`config.mk`:
```
export PLATFORM = sky130hd
export DESIGN_NAME = stream_capture_arbiter
export DESIGN_NICKNAME = d
export VERILOG_FILES = /design/src/rtl/eth_helper_pkg.sv /design/src/rtl/stream_skid_buffer.sv /design/src/rtl/stream_capture_arbiter.sv
export SDC_FILE = /design/constraint.sdc
export NUM_CORES = 2
export LEC_CHECK = 0
export CORE_AREA = 2 2 359 361
export CTS_CLUSTER_DIAMETER = 50
export DETAILED_ROUTE_END_ITERATION = 8
export DIE_AREA = 0 0 361 363
export GPL_ROUTABILITY_DRIVEN = 0
export SETUP_SLACK_MARGIN = 0.5
export SLEW_MARGIN = 5
export SYNTH_ARGS = -nofsm -noshare
export SYNTH_HDL_FRONTEND = slang
export SYNTH_SLANG_ARGS = --single-unit
```
`constraint.sdc`:
```
create_clock -name clk -period 24 [get_ports clk]
set_clock_uncertainty 0.1 [all_clocks]
set_input_delay 4.8 -clock clk [delete_from_list [all_inputs] [get_ports clk]]
set_output_delay 4.8 -clock clk [all_outputs]
set_load 0.05 [all_outputs]
```
`src/rtl/eth_helper_pkg.sv`:
```
// Shared definitions for the Ethernet-bound capture stream path.
package eth_helper_pkg;

  localparam int unsigned SRC_WR  = 0;
  localparam int unsigned SRC_RD  = 1;
  localparam int unsigned NUM_SRC = 2;

  typedef enum logic {ARB_IDLE, ARB_GRANT} arb_state_e;

endpackage

```
`src/rtl/stream_skid_buffer.sv`:
```
// Two-entry register slice: registered output stage plus one skid entry,
// full throughput with in_ready driven only from a flop.
module stream_skid_buffer #(
  parameter int unsigned WIDTH = 8
) (
  input  logic             clk,
  input  logic             reset,
  input  logic             in_valid,
  output logic             in_ready,
  input  logic [WIDTH-1:0] in_data,
  output logic             out_valid,
  input  logic             out_ready,
  output logic [WIDTH-1:0] out_data,
  output logic             occupied
);

  logic             skid_valid;
  logic [WIDTH-1:0] skid_data;
  logic             in_fire;
  logic             out_free;

  assign in_ready = !skid_valid;
  assign in_fire  = in_valid && in_ready;
  assign out_free = !out_valid || out_ready;
  assign occupied = out_valid || skid_valid;

  // Output stage refills from the skid entry first so beat order is preserved.
  always_ff @(posedge clk or posedge reset) begin
    if (reset) begin
      out_valid  <= 1'b0;
      out_data   <= '0;
      skid_valid <= 1'b0;
      skid_data  <= '0;
    end else if (out_free) begin
      if (skid_valid) begin
        out_valid  <= 1'b1;
        out_data   <= skid_data;
        skid_valid <= 1'b0;
      end else begin
        out_valid <= in_fire;
        if (in_fire) out_data <= in_data;
      end
    end else if (in_fire) begin
      skid_valid <= 1'b1;
      skid_data  <= in_data;
    end
  end

endmodule

```
`src/rtl/stream_capture_arbiter.sv`:
```
// Packet-granular round-robin arbiter merging the write- and read-channel
// capture streams onto one AXI-Stream master through a skid buffer.
module stream_capture_arbiter
  import eth_helper_pkg::*;
#(
  parameter int unsigned DATA_WIDTH = 128,
  parameter int unsigned ID_WIDTH   = 32,
  parameter int unsigned DEST_WIDTH = 32,
  parameter int unsigned USER_WIDTH = 64,
  parameter int unsigned CNT_WIDTH  = 16
) (
  input  logic                           clk,
  input  logic                           reset,
  input  logic                           enable,
  input  logic [2*DATA_WIDTH-1:0]        src_tdata,
  input  logic [2*ID_WIDTH-1:0]          src_tid,
  input  logic [2*DEST_WIDTH-1:0]        src_tdest,
  input  logic [2*(DATA_WIDTH/8)-1:0]    src_tstrb,
  input  logic [2*(DATA_WIDTH/8)-1:0]    src_tkeep,
  input  logic [2*USER_WIDTH-1:0]        src_tuser,
  input  logic [1:0]                     src_tlast,
  input  logic [1:0]                     src_tvalid,
  output logic [1:0]                     src_tready,
  output logic [ID_WIDTH-1:0]            stream_tid,
  output logic [DEST_WIDTH-1:0]          stream_tdest,
  output logic [DATA_WIDTH-1:0]          stream_tdata,
  output logic [DATA_WIDTH/8-1:0]        stream_tstrb,
  output logic [DATA_WIDTH/8-1:0]        stream_tkeep,
  output logic                           stream_tlast,
  output logic [USER_WIDTH-1:0]          stream_tuser,
  output logic                           stream_tvalid,
  input  logic                           stream_tready,
  output logic                           busy,
  output logic [1:0]                     grant,
  output logic [CNT_WIDTH-1:0]           pkt_count_wr,
  output logic [CNT_WIDTH-1:0]           pkt_count_rd
);

  localparam int unsigned STRB_WIDTH = DATA_WIDTH / 8;
  localparam int unsigned PAY_WIDTH  = ID_WIDTH + DEST_WIDTH + DATA_WIDTH
                                     + 2 * STRB_WIDTH + USER_WIDTH + 1;

  arb_state_e           state;
  logic                 owner;
  logic                 last_served;
  logic                 pick;
  logic                 sel_valid;
  logic                 sel_last;
  logic [PAY_WIDTH-1:0] sel_payload;
  logic                 skid_in_ready;
  logic                 skid_occupied;
  logic                 beat_done;

  // Round-robin choice used only when leaving IDLE.
  always_comb begin
    pick = 1'b0;
    if (src_tvalid[SRC_WR] && src_tvalid[SRC_RD]) pick = !last_served;
    else                                          pick = src_tvalid[SRC_RD];
  end

  // Owner's fields feed the skid buffer; non-owner is held off.
  always_comb begin
    src_tready  = '0;
    sel_valid   = 1'b0;
    sel_last    = 1'b0;
    sel_payload = '0;
    if (state == ARB_GRANT) begin
      src_tready[owner] = skid_in_ready;
      sel_valid         = src_tvalid[owner];
      sel_last          = src_tlast[owner];
    end
    if (owner) begin
      sel_payload = {src_tid[SRC_RD*ID_WIDTH +: ID_WIDTH],
                     src_tdest[SRC_RD*DEST_WIDTH +: DEST_WIDTH],
                     src_tdata[SRC_RD*DATA_WIDTH +: DATA_WIDTH],
                     src_tstrb[SRC_RD*STRB_WIDTH +: STRB_WIDTH],
                     src_tkeep[SRC_RD*STRB_WIDTH +: STRB_WIDTH],
                     src_tuser[SRC_RD*USER_WIDTH +: USER_WIDTH],
                     src_tlast[SRC_RD]};
    end else begin
      sel_payload = {src_tid[SRC_WR*ID_WIDTH +: ID_WIDTH],
                     src_tdest[SRC_WR*DEST_WIDTH +: DEST_WIDTH],
                     src_tdata[SRC_WR*DATA_WIDTH +: DATA_WIDTH],
                     src_tstrb[SRC_WR*STRB_WIDTH +: STRB_WIDTH],
                     src_tkeep[SRC_WR*STRB_WIDTH +: STRB_WIDTH],
                     src_tuser[SRC_WR*USER_WIDTH +: USER_WIDTH],
                     src_tlast[SRC_WR]};
    end
  end

  assign beat_done = sel_valid && skid_in_ready && sel_last;

  always_ff @(posedge clk or posedge reset) begin
    if (reset) begin
      state        <= ARB_IDLE;
      owner        <= 1'b0;
      grant        <= '0;
      last_served  <= 1'b1;
      pkt_count_wr <= '0;
      pkt_count_rd <= '0;
    end else begin
      case (state)
        ARB_IDLE: begin
          if (enable && (|src_tvalid)) begin
            state <= ARB_GRANT;
            owner <= pick;
            grant <= pick ? 2'b10 : 2'b01;
          end
        end
        ARB_GRANT: begin
          if (beat_done) begin
            state       <= ARB_IDLE;
            grant       <= '0;
            last_served <= owner;
            if (owner) pkt_count_rd <= pkt_count_rd + CNT_WIDTH'(1);
            else       pkt_count_wr <= pkt_count_wr + CNT_WIDTH'(1);
          end
        end
        default: begin
          state <= ARB_IDLE;
          grant <= '0;
        end
      endcase
    end
  end

  stream_skid_buffer #(
    .WIDTH(PAY_WIDTH)
  ) u_skid (
    .clk      (clk),
    .reset    (reset),
    .in_valid (sel_valid),
    .in_ready (skid_in_ready),
    .in_data  (sel_payload),
    .out_valid(stream_tvalid),
    .out_ready(stream_tready),
    .out_data ({stream_tid, stream_tdest, stream_tdata, stream_tstrb,
                stream_tkeep, stream_tuser, stream_tlast}),
    .occupied (skid_occupied)
  );

  assign busy = (state == ARB_GRANT) || skid_occupied;

endmodule
```
# Word-level counts from Yosys, hierarchy flattened
# Cells that the tools add are included.
[word_totals]
wordCells = 64
regBits = 617
output_inout_bits = 327
[classes]
order_cmp = 2
n_reduce_logical = 21
add_sub_neg = 2
bitwise = 4
n_eq_ne = 2
muxes = 23
[op_table]
columns = ["cell", "count"]
rows = [
  ["two-way mux 289 bit", 3],
  ["adder 16 x 1 -> 16 bit (second input constant)", 2],
  ["two-way mux 1 bit", 13],
  ["AND reduction 2 bit", 5],
  ["two-way mux 2 bit", 4],
  ["AND reduction 3 bit", 2],
  ["logical AND 1 bit", 5],
  ["one-hot mux 2 bit (2 select lines)", 1],
  ["nonzero test 2 bit", 2],
  ["zero test 1 bit", 3],
  ["logical OR 1 bit", 3],
  ["inverter 1 bit", 3],
  ["bitwise AND 2 bit", 1],
  ["less-than comparator 1 x 2 -> 1 bit (second input constant)", 1],
  ["!= test 2 x 1 -> 1 bit (second input constant)", 1],
  ["!= test 2 bit (second input constant)", 1],
  ["one-hot mux 1 bit (2 select lines)", 1],
  ["OR reduction 2 bit", 1],
  ["demux 1 bit (select 1 bit)", 1],
  [">= comparator 1 bit (second input constant)", 1],
]

# Longest topological paths before layout
[depth]
depth_word = 7
mapped_depth = 8

# Modules after synthesis
# Synthesis repeated with hierarchy kept, for this count alone.
[unflattened]
cells_unflattened = 2020
area_unflattened_um2 = 31041.0
[by_module_without_submodules]
columns = ["mod", "area_per_inst_um2", "seq_area_each_um2", "cells_each", "n_inst"]
rows = [
  ["stream_skid_buffer", 25884.8, 14513.9, 1553, 1],
  ["stream_capture_arbiter", 5156.2, 927.1, 467, 1],
]

# Worst setup path before layout
# No wires, ideal clock.
[synth_path]
path_type = "register to output"
start = "register u_skid.skid_valid"
end = "output port busy"
path_stages_with_launch = 6
path_buffers = 4
t_required_ps = 19100
arrival_time_ps = 1564
path_slack_ps = 17536
path_cell_list = "dfrtp_1 -> buf_2 -> buf_2 -> buf_2 -> clkbuf_1 -> or3_1"
[synth_via]
elab_chain_cells = 2
[synth_rtl]
columns = ["element", "line", "rtl"]
rows = [
  ["start: declaration", "stream_skid_buffer.sv:17", "logic skid_valid;"],
  ["start signal: assignment", "stream_skid_buffer.sv:32", "skid_valid <= 1'b0;"],
  ["start signal: assignment", "stream_skid_buffer.sv:38", "skid_valid <= 1'b0;"],
  ["start signal: assignment", "stream_skid_buffer.sv:44", "skid_valid <= 1'b1;"],
  ["logical OR 1 bit", "stream_skid_buffer.sv:25", "assign occupied = out_valid || skid_valid;"],
  ["logical OR 1 bit", "stream_capture_arbiter.sv:142", "assign busy = (state == ARB_GRANT) || skid_occupied;"],
  ["end: declaration", "stream_capture_arbiter.sv:33", "output logic busy,"],
]
# Every way passes these cells.

# Worst setup path in the final report
[layout_path]
start = "input port src_tvalid[1]"
end = "register u_skid.skid_data[174]"
[layout_via]
elab_chain_cells = 5
[layout_rtl]
columns = ["element", "line", "rtl"]
rows = [
  ["start: declaration", "stream_capture_arbiter.sv:22", "input logic [1:0] src_tvalid,"],
  ["two-way mux 1 bit (not written as such) (2 in a row)", "stream_capture_arbiter.sv:69", "sel_valid = src_tvalid[owner];"],
  ["two-way mux 1 bit", "stream_capture_arbiter.sv:67", "if (state == ARB_GRANT) begin"],
  ["logical AND 1 bit", "stream_skid_buffer.sv:23", "assign in_fire = in_valid && in_ready;"],
  ["AND reduction 2 bit (no line)", "n/a", ""],
  ["end signal: assignment", "stream_skid_buffer.sv:45", "skid_data <= in_data;"],
  ["end: declaration", "stream_skid_buffer.sv:18", "logic [WIDTH-1:0] skid_data;"],
]
# Every way passes these cells. The select of a mux whose other input is x is not followed.
# A chain may end at the register's enable or synchronous reset.

==> summary.txt <==
Setup path
  – Most used cell, CP: buf_4
  – Worst-path cell chain: clkdlybuf4s50_1 -> mux2_4 -> nor3b_2 -> buf_4 -> buf_4 -> buf_4 -> buf_4 -> nor2_1 -> a21oi_1
  – End of the worst register-to-register path: u_skid.skid_data[174]
  – Crit. Startpoint: src_tvalid[1]
  – Critical Path Slowest Stage Cell: buf_4
  – CP delay by family, top: buffers and inverters
  – Critical path fanouts, max: 98
  – Worst EP arrival: 9830 ps
  – CP peak stage delay: 850 ps
  – Critical path depth in cells: 9
  – R2r setup slk: 18560 ps
  – Critical path required time: 24450 ps
  – Crit end category: flop
  – Buf+Inv Stages, Crit Path: 5
  – Startpoint types: input port
  – End point of the critical path: u_skid.skid_data[174]
  – Reg2reg start: u_skid.skid_valid
  – WS Path Type: in2reg
  – R2R depth: 8

Drt
  – Post-route ant nets: 0
  – WL/cell: 17.4 um
  – Drt total wl: slightly above 90 mm
  – TritonRoute pass-1 iters: 5
  – # DRC: 0
  – Vias: 22.6k
  – Vias per cell: ~4.3
  – DR iter-0 viols: between 1k and 1.5k

Synth
  – EDFF count, synth: 0
  – Register area share after synthesis: between 50 and 60%
  – Synthesized area: 0.0292 mm2
  – Mapped Cells: 2663
  – Avg Inst Size Synth: 11.0 um2
  – Synth Register Bits: 617
  – Async SR Flop Fraction: 100%
  – Most used DFF post-synth: dfrtp_1
  – Yosys warnings: 0
  – Unique masters post-synth: 37
  – Synthesized Nets: between 3k and 4k

Power and ir drop
  – P_leak: 0.0171 uW
  – Pwr dens: 150 mW/mm2
  – Worst VDD drop: around 0.063 mV

CTS
  – Post CTS Setup Buffer Count: 0
  – Hold Buf Count CTS: 0
  – # clock sinks: a little over 600
  – Latest clock arrival within the worst-skew pair: around 640 ps
  – Worst-path clk slew: ~60 ps
  – CTS max path bufs: 3
  – TritonCTS clock tree: built
  – Cts repair resizes: 0
  – CTS root buffer: clkbuf_16
  – TritonCTS Buffers: 84
  – H-Tree Depth: 3

STA
  – Final Max Tran Viols: 0
  – Endpoints failing setup: 0
  – RSZ-0062 raised after global routing: false
  – FMAX: 107 MHz
  – Final hold violation count: 0
  – Worst-Margin Slew: 1050 ps
  – Relative slew margins: 30.1%
  – Setup TNS: 0 ps
  – Min cycle time layout: 9380 ps
  – Part of the cycle the worst path needs: 39.1%

Global route
  – Grt total ovfl: 0
  – Total GRT Usage: 13.3%
  – First-pass GRT wire length: approximately 140 mm
  – Largest net degree at the start of global routing: between 150 and 200
  – Initial antenna violation count: 4
  – Vias in the first global route: 22.1k

Layout
  – Synthesis-to-finish area growth: 45.6%
  – Design Area, Final: 0.0426 mm2
  – Filler Cell Count: roughly 13k
  – Final layout net count: 4083
  – Share of cells above drive strength 1: 13.1%
  – Finished Layout Cells: 5224
  – Util after Layout: 33.5%
  – Multi-input logic area: 0.0128 mm2
  – Sequential cell area: 0.0154 mm2

Floorplan
  – Core area: 0.127 mm2
  – Die Span X: between 300 and 400 um
  – DIE AREA: between 0.1 and 0.15 mm2
  – Initial Utilization: a little under a quarter
  – Io pins: 911
  – Die height: 363 um
  – # rows: 131

Worst hold path
  – Worst hold path class: reg2reg
  – Hold Path Stages: 2

Place
  – Placement Cell Area: approximately 0.04 mm2
  – DP Wirelength: 66.6 mm
  – Cells after DPL: 5073
  – Port Buffers: 910

Run
  – Max_cap viols: 0

Outcome
  – Status: finished, final reports clean
-- flip-flops by register name (all words and copies together), names as in the netlist --
signal	count
owner	1
u_skid.out_valid	1
u_skid.out_data	289
u_skid.skid_data	289
last_served	1
u_skid.skid_valid	1
state	1
pkt_count_wr	16
grant	2
pkt_count_rd	16
-- cell usage in the layout (no fill, tap or decap), types with 2 or more instances in the layout --
master,instances
clkdlybuf4s50_1,910
dfrtp_1,614
nand2_1,306
nor2_1,296
o21ai_0,291
a21oi_1,290
mux2i_1,289
mux2_4,210
clkbuf_16,85
mux2_2,81
buf_4,30
xnor2_1,24
clkbuf_1,15
clkbuf_8,13
nand3_1,11
nand4_1,10
clkinv_2,9
bufinv_16,8
and3_1,7
xor2_1,6
clkinv_4,6
inv_1,5
clkinvlp_4,5
inv_6,5
nand2b_1,3
nor3_1,3
nand3b_1,2
and4_1,2
and2_1,2
ha_1,2
clkinv_16,2
inv_16,2
dfrtp_4,2
buf_12,2
-- final cells by class --
class                           count  area share [%]
Sequential cell                   617            36.3
Multi-Input combinational cell   1846            30.0
Timing Repair Buffer              942            22.0
Clock buffer                      113            5.55
Tap cell                         1662            4.88
Clock inverter                     37            1.22
Inverter                            6          0.0705
Antenna cell                        1         0.00588
-- where the power goes --
part / total (uW) / internal, uW / switching [uW]
logic: 3260 / 1340 / 1920
clock network: 1280 / 784 / 492
registers: 1860 / 1560 / 299
total: 6400 / 3690 / 2710
-- logic make-up after synthesis --
group / share of synthesized area (%)
fa+ha+maj: 0.0856
compound gates: 10.0
simple gates: 8.78
buf+inv: 3.56
flops: 52.8
xor+xnor: 0.899
mux: 23.8
-- per-layer routing --
layer / vias up / routed length [um] / track usage (%)
li1: 10800 / - / -
met1: 10900 / 38500 / 16.7
met2: 667 / 44300 / 22.2
met3: 121 / 5710 / 3.29
met4: 2 / 2290 / 4.56
met5: - / 18 / 0
-- cells in the mapped netlist (2+ instances only) --
cell      number  share of area (%)
nor3_1         3              0.051
nand3b_1       2              0.051
ha_1           2              0.086
mux2i_1      289                9.9
mux2_2        81                3.1
nand2_1      306                3.9
nand2b_1       3              0.064
dfrtp_1      616                 53
buf_6         25               0.96
and4_1         2              0.060
clkbuf_1      79                1.0
o21ai_0      291                5.0
a21oi_1      290                5.0
and3_1         7               0.15
inv_1          6              0.077
buf_2         79                1.4
xnor2_1       24               0.72
buf_1         10               0.13
nand3_1       11               0.19
mux2_4       210                 11
xor2_1         6               0.18
nand4_1       10               0.21
and2_1         2              0.043
nor2_1       296                3.8
-- metrics by stage --
step                setup WS [ps]  hold WS, ps  total power, uW
floorplan                    1820          341             4140
global placement            14090          351             5110
detailed placement          13990          362             5160
CTS                         14700          368             6480
global route                14190          397             6750
finish                      14620          365             6400
-- worst register-to-register path, delay by kind of cell, from the launching register on --
family	cells	cell delay, ps
buf+inv	4	3150
simple gates	3	1230
flops	1	730
compound gates	1	150
-- how the worst min path moves through the flow --
stage,start,to
after detailed placement,last_served,last_served
after global routing,pkt_count_rd[15],pkt_count_rd[15]
after floorplan,last_served,last_served
after global placement,last_served,last_served
after CTS,last_served,last_served
final,last_served,last_served
No activity file was read; power rests on OpenSTA's default activity.
